[src/rtl/graph_point_plotter.sv]
// graph_point_plotter: consumer end of the 2D data-point stream.
// Buffers signed (x, y) points in a small FIFO, maps the FIFO head to screen
// space (arithmetic shift scale plus configurable origin, y axis pointing up),
// clips off-screen points and emits the rest as pixel write requests.
// A point marked pt_last produces a one-cycle frame_done pulse when it retires,
// whether it retires through a pixel handshake or through a clip.
module graph_point_plotter #(
    parameter int COORD_W    = 16,
    parameter int SCREEN_W   = 640,
    parameter int SCREEN_H   = 480,
    parameter int ADDR_W     = 19,
    parameter int FIFO_DEPTH = 4,
    parameter int CNT_W      = 16
) (
    input  logic                      clk,
    input  logic                      rst_n,
    input  logic                      pt_valid,
    output logic                      pt_ready,
    input  logic signed [COORD_W-1:0] pt_x,
    input  logic signed [COORD_W-1:0] pt_y,
    input  logic                      pt_last,
    input  logic        [3:0]         cfg_shift,
    input  logic signed [COORD_W-1:0] cfg_x_origin,
    input  logic signed [COORD_W-1:0] cfg_y_origin,
    output logic                      pix_valid,
    input  logic                      pix_ready,
    output logic        [9:0]         pix_x,
    output logic        [8:0]         pix_y,
    output logic        [ADDR_W-1:0]  pix_addr,
    output logic                      frame_done,
    output logic        [CNT_W-1:0]   plot_cnt,
    output logic        [CNT_W-1:0]   clip_cnt
);

    localparam int PTR_W = $clog2(FIFO_DEPTH);
    // Two guard bits: one for the add/subtract carry, one so the sign survives.
    localparam int EXT_W = COORD_W + 2;
    localparam logic signed [EXT_W-1:0] L_SCREEN_W = EXT_W'(SCREEN_W);
    localparam logic signed [EXT_W-1:0] L_SCREEN_H = EXT_W'(SCREEN_H);

    typedef struct packed {
        logic               last;
        logic [COORD_W-1:0] y;
        logic [COORD_W-1:0] x;
    } point_t;

    typedef enum logic {
        S_IDLE = 1'b0,
        S_EMIT = 1'b1
    } state_t;

    // ------------------------------------------------------------------
    // Input FIFO
    // ------------------------------------------------------------------
    point_t             r_mem [FIFO_DEPTH];
    logic [PTR_W-1:0]   r_wr_ptr;
    logic [PTR_W-1:0]   r_rd_ptr;
    logic [PTR_W:0]     r_count;
    logic               r_alive;

    logic               w_full;
    logic               w_empty;
    logic               w_push;
    logic               w_pop;
    point_t             w_head;

    assign w_full   = (r_count == (PTR_W+1)'(FIFO_DEPTH));
    assign w_empty  = (r_count == '0);
    // r_alive keeps pt_ready low while reset is held; space is judged only
    // from the registered count, so a same-cycle pop never frees a slot.
    assign pt_ready = r_alive && !w_full;
    assign w_push   = pt_valid && pt_ready;
    assign w_head   = r_mem[r_rd_ptr];

    // Point storage write port.
    // NOTE: the storage array has no reset; occupancy is tracked by r_count,
    // so stale entries are never observed and the array maps onto plain RAM.
    always_ff @(posedge clk) begin
        if (w_push) begin
            r_mem[r_wr_ptr] <= {pt_last, pt_y, pt_x};
        end
    end

    // FIFO pointers, occupancy and the out-of-reset flag.
    // NOTE: state registers use non-blocking assignments so every flop samples
    // the pre-edge values regardless of block evaluation order.
    always_ff @(posedge clk or negedge rst_n) begin
        if (!rst_n) begin
            r_wr_ptr <= '0;
            r_rd_ptr <= '0;
            r_count  <= '0;
            r_alive  <= 1'b0;
        end else begin
            r_alive <= 1'b1;
            if (w_push) r_wr_ptr <= r_wr_ptr + 1'b1;
            if (w_pop)  r_rd_ptr <= r_rd_ptr + 1'b1;
            unique case ({w_push, w_pop})
                2'b10:   r_count <= r_count + 1'b1;
                2'b01:   r_count <= r_count - 1'b1;
                default: r_count <= r_count;
            endcase
        end
    end

    // ------------------------------------------------------------------
    // Screen-space mapping of the FIFO head (config sampled at pop)
    // ------------------------------------------------------------------
    logic signed [COORD_W-1:0] w_hx_sh;
    logic signed [COORD_W-1:0] w_hy_sh;
    logic signed [EXT_W-1:0]   w_sx;
    logic signed [EXT_W-1:0]   w_sy;
    logic                      w_clip_pt;
    logic [ADDR_W-1:0]         w_addr;

    // >>> on a signed operand rounds toward minus infinity.
    assign w_hx_sh = $signed(w_head.x) >>> cfg_shift;
    assign w_hy_sh = $signed(w_head.y) >>> cfg_shift;

    assign w_sx = {{2{w_hx_sh[COORD_W-1]}}, w_hx_sh}
                + {{2{cfg_x_origin[COORD_W-1]}}, cfg_x_origin};
    // Screen rows grow downward while data y grows upward.
    assign w_sy = {{2{cfg_y_origin[COORD_W-1]}}, cfg_y_origin}
                - {{2{w_hy_sh[COORD_W-1]}}, w_hy_sh};

    assign w_clip_pt = w_sx[EXT_W-1] || (w_sx >= L_SCREEN_W)
                    || w_sy[EXT_W-1] || (w_sy >= L_SCREEN_H);

    // Only meaningful for in-range points, where the low bits hold the value.
    assign w_addr = ADDR_W'(w_sy[8:0]) * ADDR_W'(SCREEN_W) + ADDR_W'(w_sx[9:0]);

    // ------------------------------------------------------------------
    // Control FSM
    // ------------------------------------------------------------------
    state_t r_state;
    state_t w_state_nxt;
    logic   w_load;
    logic   w_clip;
    logic   w_hs;

    // State register.
    always_ff @(posedge clk or negedge rst_n) begin
        if (!rst_n) begin
            r_state <= S_IDLE;
        end else begin
            r_state <= w_state_nxt;
        end
    end

    // Next state, pop/load/clip decisions and pixel handshake detect.
    // NOTE: every output gets a default first so no path infers a latch.
    always_comb begin
        w_state_nxt = r_state;
        w_pop       = 1'b0;
        w_load      = 1'b0;
        w_clip      = 1'b0;
        w_hs        = 1'b0;
        unique case (r_state)
            S_IDLE: begin
                if (!w_empty) begin
                    w_pop = 1'b1;
                    if (w_clip_pt) begin
                        w_clip = 1'b1;
                    end else begin
                        w_load      = 1'b1;
                        w_state_nxt = S_EMIT;
                    end
                end
            end
            S_EMIT: begin
                if (pix_ready) begin
                    w_hs        = 1'b1;
                    w_state_nxt = S_IDLE;
                    // Back-to-back: the next head is judged in the same cycle.
                    if (!w_empty) begin
                        w_pop = 1'b1;
                        if (w_clip_pt) begin
                            w_clip = 1'b1;
                        end else begin
                            w_load      = 1'b1;
                            w_state_nxt = S_EMIT;
                        end
                    end
                end
            end
            default: w_state_nxt = S_IDLE;
        endcase
    end

    // ------------------------------------------------------------------
    // Pixel output register, frame delimiting and counters
    // ------------------------------------------------------------------
    logic [9:0]        r_pix_x;
    logic [8:0]        r_pix_y;
    logic [ADDR_W-1:0] r_pix_addr;
    logic              r_pix_last;
    logic              r_frame_done;
    logic [CNT_W-1:0]  r_plot_cnt;
    logic [CNT_W-1:0]  r_clip_cnt;

    // Capture the mapped pixel on load; it stays put until the next load.
    always_ff @(posedge clk or negedge rst_n) begin
        if (!rst_n) begin
            r_pix_x    <= '0;
            r_pix_y    <= '0;
            r_pix_addr <= '0;
            r_pix_last <= 1'b0;
        end else if (w_load) begin
            r_pix_x    <= w_sx[9:0];
            r_pix_y    <= w_sy[8:0];
            r_pix_addr <= w_addr;
            r_pix_last <= w_head.last;
        end
    end

    // Frame pulse and saturating plot/clip counters.
    always_ff @(posedge clk or negedge rst_n) begin
        if (!rst_n) begin
            r_frame_done <= 1'b0;
            r_plot_cnt   <= '0;
            r_clip_cnt   <= '0;
        end else begin
            r_frame_done <= (w_clip && w_head.last) || (w_hs && r_pix_last);
            if (w_hs && (r_plot_cnt != '1)) r_plot_cnt <= r_plot_cnt + 1'b1;
            if (w_clip && (r_clip_cnt != '1)) r_clip_cnt <= r_clip_cnt + 1'b1;
        end
    end

    assign pix_valid  = (r_state == S_EMIT);
    assign pix_x      = r_pix_x;
    assign pix_y      = r_pix_y;
    assign pix_addr   = r_pix_addr;
    assign frame_done = r_frame_done;
    assign plot_cnt   = r_plot_cnt;
    assign clip_cnt   = r_clip_cnt;

endmodule
[config.mk]
export PLATFORM = sky130hd
export DESIGN_NAME = graph_point_plotter
export DESIGN_NICKNAME = d
export VERILOG_FILES = /design/src/rtl/graph_point_plotter.sv
export SDC_FILE = /design/constraint.sdc
export NUM_CORES = 1
export LEC_CHECK = 0
export ABC_AREA = 1
export CELL_PAD_IN_SITES_DETAIL_PLACEMENT = 0
export CELL_PAD_IN_SITES_GLOBAL_PLACEMENT = 1
export CORE_ASPECT_RATIO = 0.7
export CORE_UTILIZATION = 43
export CTS_CLUSTER_SIZE = 24
export DETAILED_ROUTE_END_ITERATION = 10
export PLACE_DENSITY_LB_ADDON = 0.1
export SYNTH_ARGS = -nofsm -noshare
export SYNTH_HDL_FRONTEND = slang
export SYNTH_SLANG_ARGS = --single-unit
[constraint.sdc]
create_clock -name clk -period 6.5 [get_ports clk]
set_input_delay 1.3 -clock clk [delete_from_list [all_inputs] [get_ports clk]]
set_output_delay 1.3 -clock clk [all_outputs]
set_load 0.05 [all_outputs]
==> reports/metrics.yaml, run 1 <==
critical_path:
  critical_path.most_common_cell: "nand2_1"
  reg2reg_slack_ps: 1050
  critPathMaxStageDelay_ps: 480
  reg2reg_to: "pix_addr[17]$_DFFE_PN0P_"
  path_class: "input port to flip-flop"
  cp.arrival_ps: 6120
  crit_path_start: "cfg_shift[0]"
  cp-endpoint: "pix_addr[17]$_DFFE_PN0P_"
  required_ps: 6920
  cp_max_fo: 16
  cp_slowest_cell: "clkdlybuf4s50_1"
  rr_startpoint: "r_rd_ptr[1]$_DFFE_PN0P_"
  critPathLaunchType: "input port"
  rr_worst_depth: 26
  cp-end-kind: "flip-flop"
route:
  wl_met1_um: 17900
  wl_met2_um: 13500
  vias_per_cell: 5.12
  wl_met3_um: 1740
  top_layer_used: "met4"
  post_drt_wl_per_cell_um: 16.1
  drt_pass1_iterations: 8
  ant_nets: 0
  drt_iter0_markers: 690
  wirelength_um: 33600
  num_vias: 10684
  drc: 9
timing:
  fin_crit_sh_pct: 87.7
  max_slew_margin_pct: 47.6
  finalCriticalPeriod_ps: 5700
  setup_violations: 0
  finalClockSkew_ps: 14.8
  hold_violations: 0
  fmax_ghz: 0.176
  hold_slack_ps: 468
  worst-slew-pin-transition_ps: 787
  drv_slew: 0
  rsz0062_at_grt: "no"
  tns_ps: 0
power:
  p_per_area_mw_per_mm2: 442
  ir_worst_vdd_mv: 0.338
  p_leak_nw: 6.90
  power_frac_comb_pct: 57.9
  power.internal_mw: 3.59
  sw_frac_of_total_pct: 46.7
  p_clk_share_pct: 18.2
  sequentialPowerShare_pct: 23.9
  power_switching_mw: 3.14
die:
  initial_core_util_pct: 43.8
  io_pins: 146
  die-area_mm2: 0.0301
  die_y_um: 146
  coreArea_mm2: 0.0289
  die_w_um: 207
  row_count: 52
cts:
  insertion_delay_ps: 530
  cts_setup_buffers: 0
  cts_buffers: 22
  post_cts_resized: 0
  clock_sinks: 206
  hold_buffers: 0
  tritoncts: "done"
  cts_root_buffer: "clkbuf_16"
  clockBufferDepth: 3
  h-tree-depth: 1
  clk_pin_slew_ps: 70
place:
  place_congestion: 0.921
  hpwl_um: 24900
  dp_cells: 2049
  portBuffers: 145
synth:
  syn-num-nets: 1697
  ys_types: 48
  synth-edff-count: 132
  synth_flop_cell: "edfxtp_1"
  netlist_instances: 1563
  yosysWarnings: 0
  synth.area.top_cells: "edfxtp_1 31%, nand2_1 16%, dfrtp_1 15%, ha_1 5.5%, inv_1 4.4%"
  ys_seq_area_share_pct: 45.9
  syn_area_per_cell_um2: 8.10
  synthTopCellsByCount: "553 x nand2_1, 148 x inv_1, 132 x edfxtp_1, 89 x nand3_1, 89 x nor2_1"
  yosysMostFrequentCell: "nand2_1"
  syn-cell-area_mm2: 0.0127
  yosys.area.top_type: "edfxtp_1"
  synthArstFlopShare_pct: 35.9
  synth_top_cell_area_share_pct: 31.3
  ys_ff_latch: 206
global_route:
  antenna_found_initial: 0
  grt_pass1_vias: 9979
  grt_max_degree: 69
  track_usage_pct: 22.5
  grt-ovfl-total: 0
  grt_pass1_wl_um: 54600
layout:
  antennaDiodeCount: 0
  final_nets: 1829
  fin_util_pct: 52.7
  drive_gt1_share_pct: 5.15
  fin_cells: 2087
  syn2layout_area_growth_pct: 20.3
flow_run:
  cap_violations: 0
outcome:
  violations: "design-rule violations"
  outcome: "finished, violations left"
min_path:
  hold_path_class: "flip-flop to flip-flop"
==> metal layers <==
layer / global-route usage [%] / up-vias
met3: 3.43 / 28
met5: 0 / -
met1: 36.5 / 4946
met2: 31.8 / 251
li1: - / 5459
met4: 3.43 / 0
==> critical path: cells and delay by family <==
| family | cells | cell delay [ps] |
|---|---|---|
| buffers and inverters | 6 | 1060 |
| AO/OA/AOI/OAI | 2 | 470 |
| AND/OR/NAND/NOR | 13 | 1390 |
| XOR/XNOR | 2 | 420 |
| adder cells (fa/ha/maj) | 4 | 1480 |
==> cells in the final DEF, fill, tap and decap left out, drive strengths merged, types with 5 or more instances in the layout <==
master / synthesis / layout
nand2: 559 / 559
inv: 149 / 149
clkdlybuf4s50: 0 / 144
edfxtp: 132 / 132
nor2: 92 / 92
nand3: 91 / 91
o21ai: 80 / 80
dfrtp: 74 / 74
nand4: 61 / 61
a21oi: 58 / 58
ha: 56 / 56
xor2: 39 / 39
buf: 28 / 30
clkbuf: 38 / 28
xnor2: 19 / 19
a32o: 18 / 18
nor3: 14 / 14
clkinv: 3 / 9
o211ai: 8 / 8
nand3b: 8 / 8
a31oi: 6 / 6
fa: 5 / 5
and2: 5 / 5
or2: 5 / 5
==> kinds of logic (layout without fill, tap and decap cells) <==
kind of cell             Yosys count  in the layout  share of synthesized area, %
AND/OR/NAND/NOR                  839            839                          28.3
other                              1              1                        0.0296
adder cells (fa/ha/maj)           61             61                          6.33
AO/OA/AOI/OAI                    180            180                          8.30
XOR/XNOR                          58             58                          4.07
flip-flops                       206            206                          45.9
buffers and inverters            218            364                          7.06
==> area by class of cell <==
class                      instances  area [um2]
sequential                       206        5820
multi-input combinational       1139        5960
inverter                         152         571
clock inverter                    10         119
fill                            2801       13700
tap                              378         473
clock buffer                      28         573
timing repair buffer             174        1720
==> worst min path at each step <==
stage	to	cells after the start	startpoint	slack, ps
4_1_cts	pix_y[5]$_DFFE_PN0P_	2	pix_y[5]$_DFFE_PN0P_	470
2_1_floorplan	r_pix_last$_DFFE_PN0P_	2	r_pix_last$_DFFE_PN0P_	440
3_3_place_gp	pix_y[8]$_DFFE_PN0P_	2	pix_y[8]$_DFFE_PN0P_	460
6_report	pix_y[5]$_DFFE_PN0P_	2	pix_y[5]$_DFFE_PN0P_	470
5_1_grt	pix_addr[18]$_DFFE_PN0P_	2	pix_addr[18]$_DFFE_PN0P_	490
3_5_place_dp	pix_y[1]$_DFFE_PN0P_	2	pix_y[1]$_DFFE_PN0P_	460
==> flip-flops by register name (all words and copies together) (netlist names), 2 cells and up <==
signal / flops
r_count: 3
plot_cnt: 16
pix_addr: 12
clip_cnt: 16
r_mem: 132
pix_x: 10
pix_y: 9
r_wr_ptr: 2
r_rd_ptr: 2
==> power groups by stage <==
stage / logic [mW] / registers, mW / clock network, mW
after floorplan: 2.76 / 1.71 / 0
after global placement: 3.86 / 1.64 / 0
after detailed placement: 3.86 / 1.64 / 0
after CTS: 3.89 / 1.61 / 1.26
after global routing: 4.41 / 1.63 / 1.31
final: 3.90 / 1.61 / 1.22
==> per-stage QoR <==
stage	worst slack (ps)	cell area (um2)	power (mW)
after global placement	340	14500	5.50
after detailed placement	299	14500	5.50
after floorplan	1150	12700	4.47
final	803	15200	6.73
after CTS	850	15200	6.76
after global routing	373	15200	7.34
Power figures use the tool's default switching activity.
==> run 2: changes to the inputs <==
--- a/config.mk
+++ b/config.mk
@@ -13,6 +13,7 @@
 export CTS_CLUSTER_SIZE = 24
 export DETAILED_ROUTE_END_ITERATION = 10
 export PLACE_DENSITY_LB_ADDON = 0.1
+export SKIP_LAST_GASP = 1
 export SYNTH_ARGS = -nofsm -noshare
 export SYNTH_HDL_FRONTEND = slang
 export SYNTH_SLANG_ARGS = --single-unit
==> results of run 2 <==
Final layout, timing and power as in run 1 (identical DEF).
